`src/rtl/viterbi_traceback_unit.sv`:
```
// Viterbi survivor memory and traceback engine.
// Stores per-step decision vectors, traces back from an end state and streams bits in time order.
//
// Ports:
//   clk, rst                    clock, synchronous active-high reset
//   dec_valid, dec_bits         ACS decision vector in (bit s = state s)
//   frame_last, start_state     frame close and traceback start state
//   in_ready                    high only while collecting decisions
//   out_valid, out_bit,
//   out_last, out_ready         decoded bit stream with handshake
//   done, overflow              end-of-frame pulse; overflow = depth-limited frame
module viterbi_traceback_unit #(
  parameter int K        = 3,
  parameter int TB_DEPTH = 16
) (
  input  logic                    clk,
  input  logic                    rst,
  input  logic                    dec_valid,
  input  logic [(2**(K-1))-1:0]   dec_bits,
  input  logic                    frame_last,
  input  logic [K-2:0]            start_state,
  output logic                    in_ready,
  output logic                    out_valid,
  output logic                    out_bit,
  output logic                    out_last,
  input  logic                    out_ready,
  output logic                    done,
  output logic                    overflow
);

  localparam int NS = 2 ** (K - 1);
  localparam int SW = K - 1;
  localparam int AW = $clog2(TB_DEPTH);
  localparam logic [AW-1:0] LAST = AW'(TB_DEPTH - 1);

  typedef enum logic [1:0] {
    S_WRITE,
    S_TRACE,
    S_EMIT
  } state_t;

  state_t state, state_nxt;

  logic [NS-1:0] mem [TB_DEPTH];
  logic          obuf [TB_DEPTH];

  logic [AW-1:0] wr_ptr;
  logic [AW-1:0] nm1;
  logic [AW-1:0] idx;
  logic [AW-1:0] rd;
  logic [SW-1:0] cur;
  logic          ovf;
  logic          beat;

  always_ff @(posedge clk) begin
    if (rst) state <= S_WRITE;
    else     state <= state_nxt;
  end

  always_comb begin
    state_nxt = state;
    in_ready  = 1'b0;
    beat      = 1'b0;
    out_valid = 1'b0;
    out_bit   = 1'b0;
    out_last  = 1'b0;
    unique case (state)
      S_WRITE: begin
        in_ready = !rst;
        beat     = dec_valid && !rst;
        if (beat && (frame_last || wr_ptr == LAST))
          state_nxt = S_TRACE;
      end
      S_TRACE: begin
        if (idx == '0) state_nxt = S_EMIT;
      end
      S_EMIT: begin
        out_valid = 1'b1;
        out_bit   = obuf[rd];
        out_last  = (rd == nm1);
        if (out_ready && out_last) state_nxt = S_WRITE;
      end
      default: state_nxt = S_WRITE;
    endcase
  end

  // Storage arrays are never cleared by reset.
  always_ff @(posedge clk) begin
    if (beat) mem[wr_ptr] <= dec_bits;
    if (state == S_TRACE) obuf[idx] <= cur[SW-1];
  end

  // Frame bookkeeping that reset need not touch.
  always_ff @(posedge clk) begin
    unique case (state)
      S_WRITE: begin
        if (beat && frame_last) begin
          nm1 <= wr_ptr;
          idx <= wr_ptr;
          cur <= start_state;
          ovf <= 1'b0;
        end else if (beat && wr_ptr == LAST) begin
          nm1 <= LAST;
          idx <= LAST;
          cur <= start_state;
          ovf <= 1'b1;
        end
      end
      S_TRACE: begin
        // Predecessor drops the newest bit and appends the decision bit as the oldest one.
        cur <= {cur[SW-2:0], mem[idx][cur]};
        idx <= idx - 1'b1;
        rd  <= '0;
      end
      S_EMIT: begin
        if (out_ready && !out_last) rd <= rd + 1'b1;
      end
      default: ;
    endcase
  end

  always_ff @(posedge clk) begin
    if (rst) begin
      wr_ptr   <= '0;
      done     <= 1'b0;
      overflow <= 1'b0;
    end else begin
      done     <= 1'b0;
      overflow <= 1'b0;
      if (beat) wr_ptr <= wr_ptr + 1'b1;
      if (state == S_EMIT && out_ready && out_last) begin
        wr_ptr   <= '0;
        done     <= 1'b1;
        overflow <= ovf;
      end
    end
  end

endmodule
```
`config.mk`:
```
export PLATFORM = sky130hd
export DESIGN_NAME = viterbi_traceback_unit
export DESIGN_NICKNAME = d
export VERILOG_FILES = /design/src/rtl/viterbi_traceback_unit.sv
export SDC_FILE = /design/constraint.sdc
export NUM_CORES = 1
export LEC_CHECK = 0
export ABC_AREA = 1
export BUFFER_PORTS_ARGS = -buffer_cell sky130_fd_sc_hd__buf_4
export CAP_MARGIN = 10
export CORE_ASPECT_RATIO = 1.2
export CORE_UTILIZATION = 50
export CTS_CLUSTER_SIZE = 8
export DETAILED_ROUTE_END_ITERATION = 6
export GPL_TIMING_DRIVEN = 0
export PLACE_DENSITY = 0.73
export SYNTH_ARGS = -nofsm -noshare
export SYNTH_HDL_FRONTEND = slang
export SYNTH_SLANG_ARGS = --single-unit
```
`constraint.sdc`:
```
create_clock -name clk -period 3.1 [get_ports clk]
set_input_delay 0.155 -clock clk [delete_from_list [all_inputs] [get_ports clk]]
set_output_delay 0.155 -clock clk [all_outputs]
set_load 0.005 [all_outputs]
```
==> impl_metrics.csv, run 1 <==
group,metric,value,unit
setup_path,timing.rr.end,"mem[3][3]",
synthesis,syn_inst,447,
sta,skew,0.00923,ns
placement,place_area,5090,sq um
hold_path,min_path_type,"input port to register",
grt,grt.overflow.total,0,
pwr,swShare,0.260,
layout,nets,496,
setup_path,reg2reg_slack,1.25,ns
synthesis,synth_area_per_cell,10.8,sq um
pwr,p_sw,0.724,mW
grt,grt_pass1_vias,3200,
synthesis,ys_seq_area_frac,0.658,
drt,routed_wl,9420,um
drt,wl_per_cell,15.7,um
drt,initialDrtViolationCount,151,
setup_path,cp_max_fo,9,
setup_path,reg2regPathDepth,5,
synthesis,synth_nets,468,
clock_network,post_cts_resized,0,
placement,port_buffers,16,
sta,setup_violations,0,
pwr,intPower,2.06,mW
sta,max_slew_margin,0.607,
hold_path,holdPathStages,3,
setup_path,cp-start-kind,"register",
clock_network,cts.sinks,111,
grt,track_usage,0.204,
placement,gp_congestion,0.813,
hold_path,hold_start,"start_state[0]",
sta,fin_crit_sh,0.646,
die,rows,38,
clock_network,cts_tree,"yes",
setup_path,cp.arrival,1.85,ns
synthesis,yosys.area.top_type,"edfxtp_1",
synthesis,synth_area_leaders,"edfxtp_1, nand2_1, dfxtp_1",
synthesis,yosysWarnings,0,
clock_network,cts_max_level,3,
synthesis,synth_top_area_frac,0.592,
clock_network,cts-root-buf,"clkbuf_8",
die,fp.dieH,110,um
setup_path,reg2reg_from,"state[1]",
sta,fmax,499,MHz
setup_path,crit_type,"register to output pin",
layout,fin_util,0.574,
clock_network,clock_latency,0.38,ns
drt,drtAntennaViolNets,0,
sta,tightest_slew,0.585,ns
layout,n_antenna_cell,0,
setup_path,critPathRequiredTime,2.94,ns
grt,grt_pass1_wl,15400,um
clock_network,post_cts_buffers,0,
die,die-width,91.7,um
pwr,power_density,525,nW/um^2
pwr,seq_power_share,0.598,
pwr,power_leakage,1.99,nW
pwr,clkPwrFrac,0.303,
setup_path,critPathCaptureType,"output pin",
drt,dr.pass1.iters,4,
layout,final_cell_area,5300,sq um
grt,grt_start_max_net_pins,22,
synthesis,syn_area,4820,sq um
sta,period_needed,2.00,ns
placement,dp_slack,1.27,ns
die,dieArea,10000,sq um
sta,rsz0062_at_grt,"no",
pwr,ir_drop,342,uV
clock_network,holdBufCountCts,1,
grt,antenna_found_initial,0,
layout,drive_gt1_frac,0.119,
drt,drc,0,
sta,fin_ws,1.10,ns
pwr,p_comb_frac,0.099,
synthesis,synth-edff-count,95,
die,start_util,0.523,
run_status,outcome,"finished clean",
sta,slew_violations,0,
clock_network,clockBufferDepth,2,
synthesis,synth_cell_types,29,
clock_network,cts_buffers,9,
sta,fin_tns_setup,0,ns
flow_run,cap_violations,0,
synthesis,synth_seq_cells,111,
drt,routed-via-count,3118,
synthesis,async_flop_share,0,
layout,synthToLayoutAreaGrowth,9.89,%
clock_network,clk_pin_slew,0.11,ns
placement,hpwl,6780,um
sta,final_hold_viol_count,0,
synthesis,synth-main-ff-cell,"edfxtp_1",
hold_path,holdPathEnd,"cur[0]",
die,ioPinCount,17,
drt,vias_per_cell,5.20,
layout,fill_cells,783,
die,coreArea,9220,sq um
[cell type report]
| class | count | area, sq um | area share |
|---|---|---|---|
| clock buffer | 9 | 124 | 0.0234 |
| timing repair buffer | 17 | 130 | 0.0246 |
| inverter | 33 | 129 | 0.0243 |
| clock inverter | 7 | 72.6 | 0.0137 |
| buffer | 12 | 78.8 | 0.0149 |
| tap | 120 | 150 | 0.0283 |
| sequential | 111 | 3170 | 0.599 |
| multi-input combinational | 291 | 1440 | 0.272 |
[how the worst max path moves through the flow]
stage	startpoint	to	cells past startpoint
finish	register	out_bit	7
global route	register	out_bit	7
CTS	register	out_bit	7
detailed placement	state[1]	mem[3][2]	5
global placement	state[1]	mem[3][0]	5
floorplan	state[1]	mem[11][0]	5
[stage by stage]
stage | cells | total power [mW] | hold WS (ns)
after floorplan | 447 | 1.88 | 0.224
after global placement | 583 | 1.96 | 0.379
after detailed placement | 583 | 1.97 | 0.381
after CTS | 600 | 2.80 | 0.0459
after global routing | 600 | 2.89 | 0.0807
final | 600 | 2.78 | 0.0530
[flip-flops by register name (all words and copies together) (netlist names), named ones only]
register  flops
mem          64
cur           2
rd            4
overflow      1
nm1           4
state         2
obuf         16
wr_ptr        4
idx           4
ovf           1
done          1
[synthesized netlist by cell type, types with 3 or more instances]
cell        n
a21oi_1     6
buf_2       6
buf_6       3
dfxtp_1    16
edfxtp_1   95
ha_1       10
inv_1      32
mux2_2      3
nand2_1   113
nand3_1    60
nor2_1     54
nor2_2      4
o21ai_0    15
o221ai_1    4
xor2_1      8
[cell families after synthesis]
| group | after synthesis | share of synthesized area |
|---|---|---|
| AO/OA/AOI/OAI | 26 | 0.0324 |
| adder cells (fa/ha/maj) | 10 | 0.0259 |
| flip-flops | 111 | 0.658 |
| AND/OR/NAND/NOR | 243 | 0.217 |
| multiplexers | 3 | 0.00701 |
| XOR/XNOR | 9 | 0.0163 |
| buffers and inverters | 45 | 0.0431 |
[metal layers]
layer / track usage / routed length [um]
met5: 0 / 0
met4: 0.0748 / 115
met3: 0.0228 / 341
met2: 0.394 / 5150
met1: 0.232 / 3810
[worst max-delay path, stage by stage (launching register included)]
cell and delay [ns]:
dfxtp_1 0.33, clkbuf_1 0.27, inv_1 0.20, o21ai_0 0.24
o221ai_1 0.14, nand3_1 0.10, a21oi_1 0.06, buf_4 0.14
[power by group through the flow]
stage	sequential [mW]	combinational (mW)	clock [mW]
after floorplan	1.69	0.188	0
after global placement	1.70	0.264	0
after CTS	1.66	0.274	0.858
final	1.66	0.275	0.842
after global routing	1.67	0.311	0.907
after detailed placement	1.70	0.271	0
[cells in the final DEF, fill, tap and decap left out]
master	Yosys	routed
a21oi_1	6	6
a21oi_4	1	1
buf_2	6	6
buf_4	1	17
buf_6	3	3
clkbuf_1	2	2
clkbuf_8	0	9
clkinv_8	0	1
clkinvlp_4	0	1
dfxtp_1	16	16
dlygate4sd3_1	0	1
edfxtp_1	95	95
ha_1	10	10
inv_1	32	32
inv_6	1	4
inv_8	0	2
mux2_2	3	3
nand2_1	113	113
nand2_2	1	1
nand2_4	2	2
nand3_1	60	60
nand3b_1	2	2
nand4_1	1	1
nor2_1	54	54
nor2_2	4	4
nor2_4	1	1
nor3_1	2	2
nor3_2	1	1
nor3b_1	1	1
o21ai_0	15	15
o221ai_1	4	4
or2_2	1	1
xnor2_1	1	1
xor2_1	8	8
(Power assumes the default switching activity.)
==> run 2, diff against run 1 <==
--- a/config.mk
+++ b/config.mk
@@ -13,7 +13,7 @@
 export CTS_CLUSTER_SIZE = 8
 export DETAILED_ROUTE_END_ITERATION = 6
 export GPL_TIMING_DRIVEN = 0
-export PLACE_DENSITY = 0.73
+export PLACE_DENSITY = 0.75
 export SYNTH_ARGS = -nofsm -noshare
 export SYNTH_HDL_FRONTEND = slang
 export SYNTH_SLANG_ARGS = --single-unit
==> constraint.sdc (replaced) <==
create_clock -name clk -period 1.6 [get_ports clk]
set_input_delay 0.08 -clock clk [delete_from_list [all_inputs] [get_ports clk]]
set_output_delay 0.08 -clock clk [all_outputs]
set_load 0.005 [all_outputs]
==> impl_metrics.csv, run 2 (synthesis results as in run 1) <==
group,metric,value,unit
layout,drive_gt1_frac,0.248,
clock_network,cts_tree,"yes",
die,rows,38,
grt,met1_usage,0.252,
layout,reg.largest.list,"mem (64), obuf (16)",
layout,multiInputGateArea,1670,sq um
grt,grt.busiest_layer,"met2",
sta,rsz0062_at_grt,"yes",
layout,fin_cells,619,
drt,initialDrtViolationCount,196,
grt,globalRouteMet2Util,0.393,
grt,track_usage,0.217,
setup_path,critPathCaptureType,"output pin",
pwr,ir_drop,774,uV
grt,grt_pass1_vias,3340,
layout,top_register,"mem",
sta,tightest_slew,0.496,ns
placement,hpwl,6870,um
sta,fin_crit_sh,1.00,
layout,seq_area,3190,sq um
die,die-width,91.7,um
grt,grt_pass1_wl,16300,um
sta,final_hold_viol_count,0,
layout,layout_common_cells,"nand2_1, edfxtp_1, nand3_1",
clock_network,cts-root-buf,"clkbuf_8",
setup_path,cp.arrival,1.53,ns
die,coreArea,9220,sq um
grt,grt_start_max_net_pins,19,
die,start_util,0.523,
drt,drtAntennaViolNets,0,
flow_run,cap_violations,0,
clock_network,clockBufferDepth,2,
grt,use_met3,0.0346,
sta,period_needed,1.61,ns
sta,skew,0.0100,ns
layout,layout_commonest_cell,"nand2_1",
die,dieArea,10000,sq um
hold_path,holdPathStages,3,
layout,nets,515,
sta,fin_ws,-0.00619,ns
hold_path,min_path_type,"input port to register",
setup_path,crit_type,"register to output pin",
layout,synthToLayoutAreaGrowth,21.0,%
die,fp.dieH,110,um
clock_network,clk_pin_slew,0.10,ns
layout,fill_cells,745,
drt,dr.pass1.iters,4,
drt,drc,0,
drt,routed_wl,10400,um
grt,antenna_found_initial,0,
setup_path,critPathRequiredTime,1.52,ns
sta,timing.hold.ws,0.0259,ns
grt,grt.overflow.total,0,
sta,fin_tns_setup,-0.00619,ns
pwr,power_density,984,nW/um^2
run_status,failed_checks,"negative setup slack",
drt,vias_per_cell,5.38,
clock_network,cts.sinks,111,
die,ioPinCount,17,
placement,port_buffers,16,
clock_network,clock_latency,0.37,ns
pwr,power_leakage,2.20,nW
placement,gp_congestion,0.876,
drt,wl_per_cell,16.8,um
clock_network,cts_max_level,3,
sta,fmax,623,MHz
sta,setup_violations,1,
setup_path,reg2regPathDepth,6,
drt,routed-via-count,3332,
run_status,outcome,"finished with violations",
sta,slew_violations,0,
layout,n_antenna_cell,0,
clock_network,cts_buffers,9,
sta,max_slew_margin,0.669,
setup_path,cp_max_fo,4,
setup_path,cp-start-kind,"register",
placement,dp_cells,583,
layout,largest_reg_flops,64,
## run 2: cell types whose count changed in the layout (fill, tap and decap cells not counted), sizes merged
cell and change:
bufinv +2, clkbuf +1, dlymetal6s4s +1, buf +17
clkinv +3, inv -5
## run 2: metrics by stage
stage                     area, sq um  total power, mW  setup WS [ns]  utilization
after global placement           5090             3.80         -0.275        0.552
after CTS                        5590             5.66      -0.000501        0.606
final                            5840             5.74       -0.00619        0.633
after global routing             5840             5.97        -0.0884        0.633
after floorplan                  4820             3.64         0.0507            -
after detailed placement         5090             3.82         -0.289        0.552
## run 2: power breakdown
group	switching, mW	total (mW)	internal (mW)
logic	0.399	0.674	0.274
clock network	0.941	1.83	0.889
registers	0.0546	3.24	3.19
## run 2: layout make-up
cell class                 count  area share
sequential                   111       0.547
multi-input combinational    291       0.287
timing repair buffer          39      0.0615
inverter                      33      0.0262
tap                          120      0.0257
clock buffer                   9      0.0212
clock inverter                 7      0.0163
buffer                         9      0.0156
## run 2: worst paths after layout
kind | slack [ns] | startpoint | end
max | -0.006 | rd[1] | out_last
min | 0.03 | start_state[1] | cur[1]
max reg2reg | 0.03 | wr_ptr[1] | cur[0]
min reg2reg | 0.51 | wr_ptr[1] | wr_ptr[1]
## run 2: per-layer routing
| metal | vias up | share of wire |
|---|---|---|
| met5 | - | 0 |
| met4 | 0 | 0.024 |
| met3 | 22 | 0.040 |
| met2 | 85 | 0.54 |
| met1 | 1614 | 0.40 |
| li1 | 1611 | - |
## run 2: timing repair
action / in CTS / in global routing
pin swaps: 4 / 16
buffers inserted: 8 / 11
hold endpoints to repair: 5 / 0
cloned: 0 / 2
endpoints found under the setup margin: 81 / 76
gates resized for setup: 61 / 38
hold buffers: 2 / 0
## run 2: worst max-delay path, stage by stage, from the launching register on
cell	delay (ns)
edfxtp_1	0.47
xor2_1	0.18
nor2_1	0.15
nand2_1	0.11
nor2_1	0.12
buf_4	0.12
==> run 3, diff against run 2 <==
--- a/config.mk
+++ b/config.mk
@@ -13,7 +13,8 @@
 export CTS_CLUSTER_SIZE = 8
 export DETAILED_ROUTE_END_ITERATION = 6
 export GPL_TIMING_DRIVEN = 0
-export PLACE_DENSITY = 0.75
+export PLACE_DENSITY = 0.73
+export RECOVER_POWER = 100
 export SYNTH_ARGS = -nofsm -noshare
 export SYNTH_HDL_FRONTEND = slang
 export SYNTH_SLANG_ARGS = --single-unit
==> constraint.sdc (replaced) <==
create_clock -name clk -period 1.8 [get_ports clk]
set_input_delay 0.09 -clock clk [delete_from_list [all_inputs] [get_ports clk]]
set_output_delay 0.09 -clock clk [all_outputs]
set_load 0.005 [all_outputs]
==> impl_metrics.csv, run 3 (synthesis results as in run 1) <==
group,metric,value,unit
setup_path,cp_cell_sequence,"nand2_1, o21ai_1, nand2_4, a21oi_4, buf_12",
layout,largest_reg_flops,64,
sta,tightest_slew,0.760,ns
die,fp.dieH,110,um
layout,final_cell_area,5430,sq um
drt,routed-via-count,3172,
sta,period_needed,1.73,ns
setup_path,critPathRequiredTime,1.90,ns
sta,fmax,577,MHz
placement,port_buffers,16,
pwr,power_density,888,nW/um^2
clock_network,clockBufferDepth,2,
die,coreArea,9220,sq um
sta,max_slew_margin,0.493,
layout,layout_common_cells,"nand2_1, edfxtp_1, nand3_1",
placement,dp_cells,583,
sta,fin_crit_sh,0.963,
placement,hpwl,6780,um
clock_network,cts-root-buf,"clkbuf_8",
clock_network,clk_pin_slew,0.11,ns
clock_network,cts_max_level,3,
layout,top_register,"mem",
layout,fin_cells,603,
layout,fin_util,0.589,
die,rows,38,
die,dieArea,10000,sq um
pwr,p_total,4.82,mW
die,start_util,0.523,
setup_path,cp.arrival,1.84,ns
drt,wl_per_cell,15.9,um
drt,dr.pass1.iters,4,
run_status,outcome,"finished clean",
layout,reg.largest.list,"mem (64), obuf (16)",
drt,initialDrtViolationCount,148,
sta,setup_violations,0,
grt,track_usage,0.205,
drt,drtAntennaViolNets,0,
layout,layout_commonest_cell,"nand2_1",
setup_path,critPathBufInv,1,
setup_path,worst_path_max_delay_cell,"dfxtp_1",
layout,drive_gt1_frac,0.161,
grt,antenna_found_initial,0,
layout,n_antenna_cell,0,
clock_network,cts_tree,"yes",
setup_path,critPathTopFamily,"compound AO/OA/AOI/OAI gates",
sta,skew,0.00916,ns
sta,slew_violations,0,
sta,timing.hold.ws,0.00499,ns
grt,grt_pass1_vias,3210,
grt,grt_pass1_wl,15400,um
hold_path,min_path_type,"input port to register",
clock_network,cts.sinks,111,
sta,fin_ws,0.0673,ns
setup_path,cp_max_fo,11,
grt,grt_start_max_net_pins,22,
setup_path,cpPeakStageDelay,0.42,ns
grt,grt.overflow.total,0,
setup_path,critPathCaptureType,"register",
placement,place_area,5090,sq um
clock_network,clock_latency,0.38,ns
pwr,power_leakage,2.00,nW
sta,rsz0062_at_grt,"yes",
layout,nets,499,
pwr,ir_drop,599,uV
placement,gp_congestion,0.813,
sta,fin_tns_setup,0,ns
setup_path,crit_type,"register to register",
drt,vias_per_cell,5.26,
drt,drc,0,
die,die-width,91.7,um
setup_path,cp-start-kind,"register",
clock_network,cts_buffers,9,
layout,synthToLayoutAreaGrowth,12.6,%
drt,routed_wl,9600,um
flow_run,cap_violations,0,
placement,dp_slack,-0.0271,ns
sta,final_hold_viol_count,0,
die,ioPinCount,17,
-- run 3: timing repair --
action	in CTS	in global routing
gates resized for setup	3	32
endpoints found under the setup margin	13	78
hold buffers	2	0
pin swaps	0	1
buffers inserted	0	4
hold endpoints to repair	5	0
-- run 3: metal layers --
layer	track usage	wire (um)	vias up
li1	-	-	1574
met1	0.233	3870	1525
met2	0.397	5290	64
met3	0.0228	336	9
met4	0.0748	104	0
met5	0	0	-
-- run 3: path summary, 6_finish.rpt --
kind / start / to / slack (ns) / cells after the start
setup / recovery: wr_ptr[3] / idx[1] / 0.07 / 5
hold / removal: start_state[1] / cur[1] / 0.005 / 3
setup reg to reg: wr_ptr[3] / idx[1] / 0.07 / 5
hold reg to reg: wr_ptr[1] / wr_ptr[1] / 0.53 / 2
-- run 3: area by class of cell --
class / instances / area, sq um
well taps: 120 / 150
repair buffers: 22 / 168
clock inverters: 7 / 72.6
flip-flops and latches: 111 / 3180
inverters: 33 / 133
multi-input cells: 291 / 1530
fillers: 774 / 3790
clock buffers: 9 / 124
plain buffers: 10 / 76.3
-- run 3: report_power, final --
group	leakage (nW)	total (mW)	switching, mW	internal (mW)
combinational	0.910	0.496	0.317	0.179
sequential	0.988	2.87	0.0431	2.83
clock	0.0974	1.45	0.905	0.549
-- run 3: tightest hold or removal path, delay by kind of cell --
kind | cells | cell delay, ns
AOI/OAI and AO/OA | 1 | 0.06
buffers and inverters | 1 | 0.08
and+or+nand+nor | 1 | 0.04
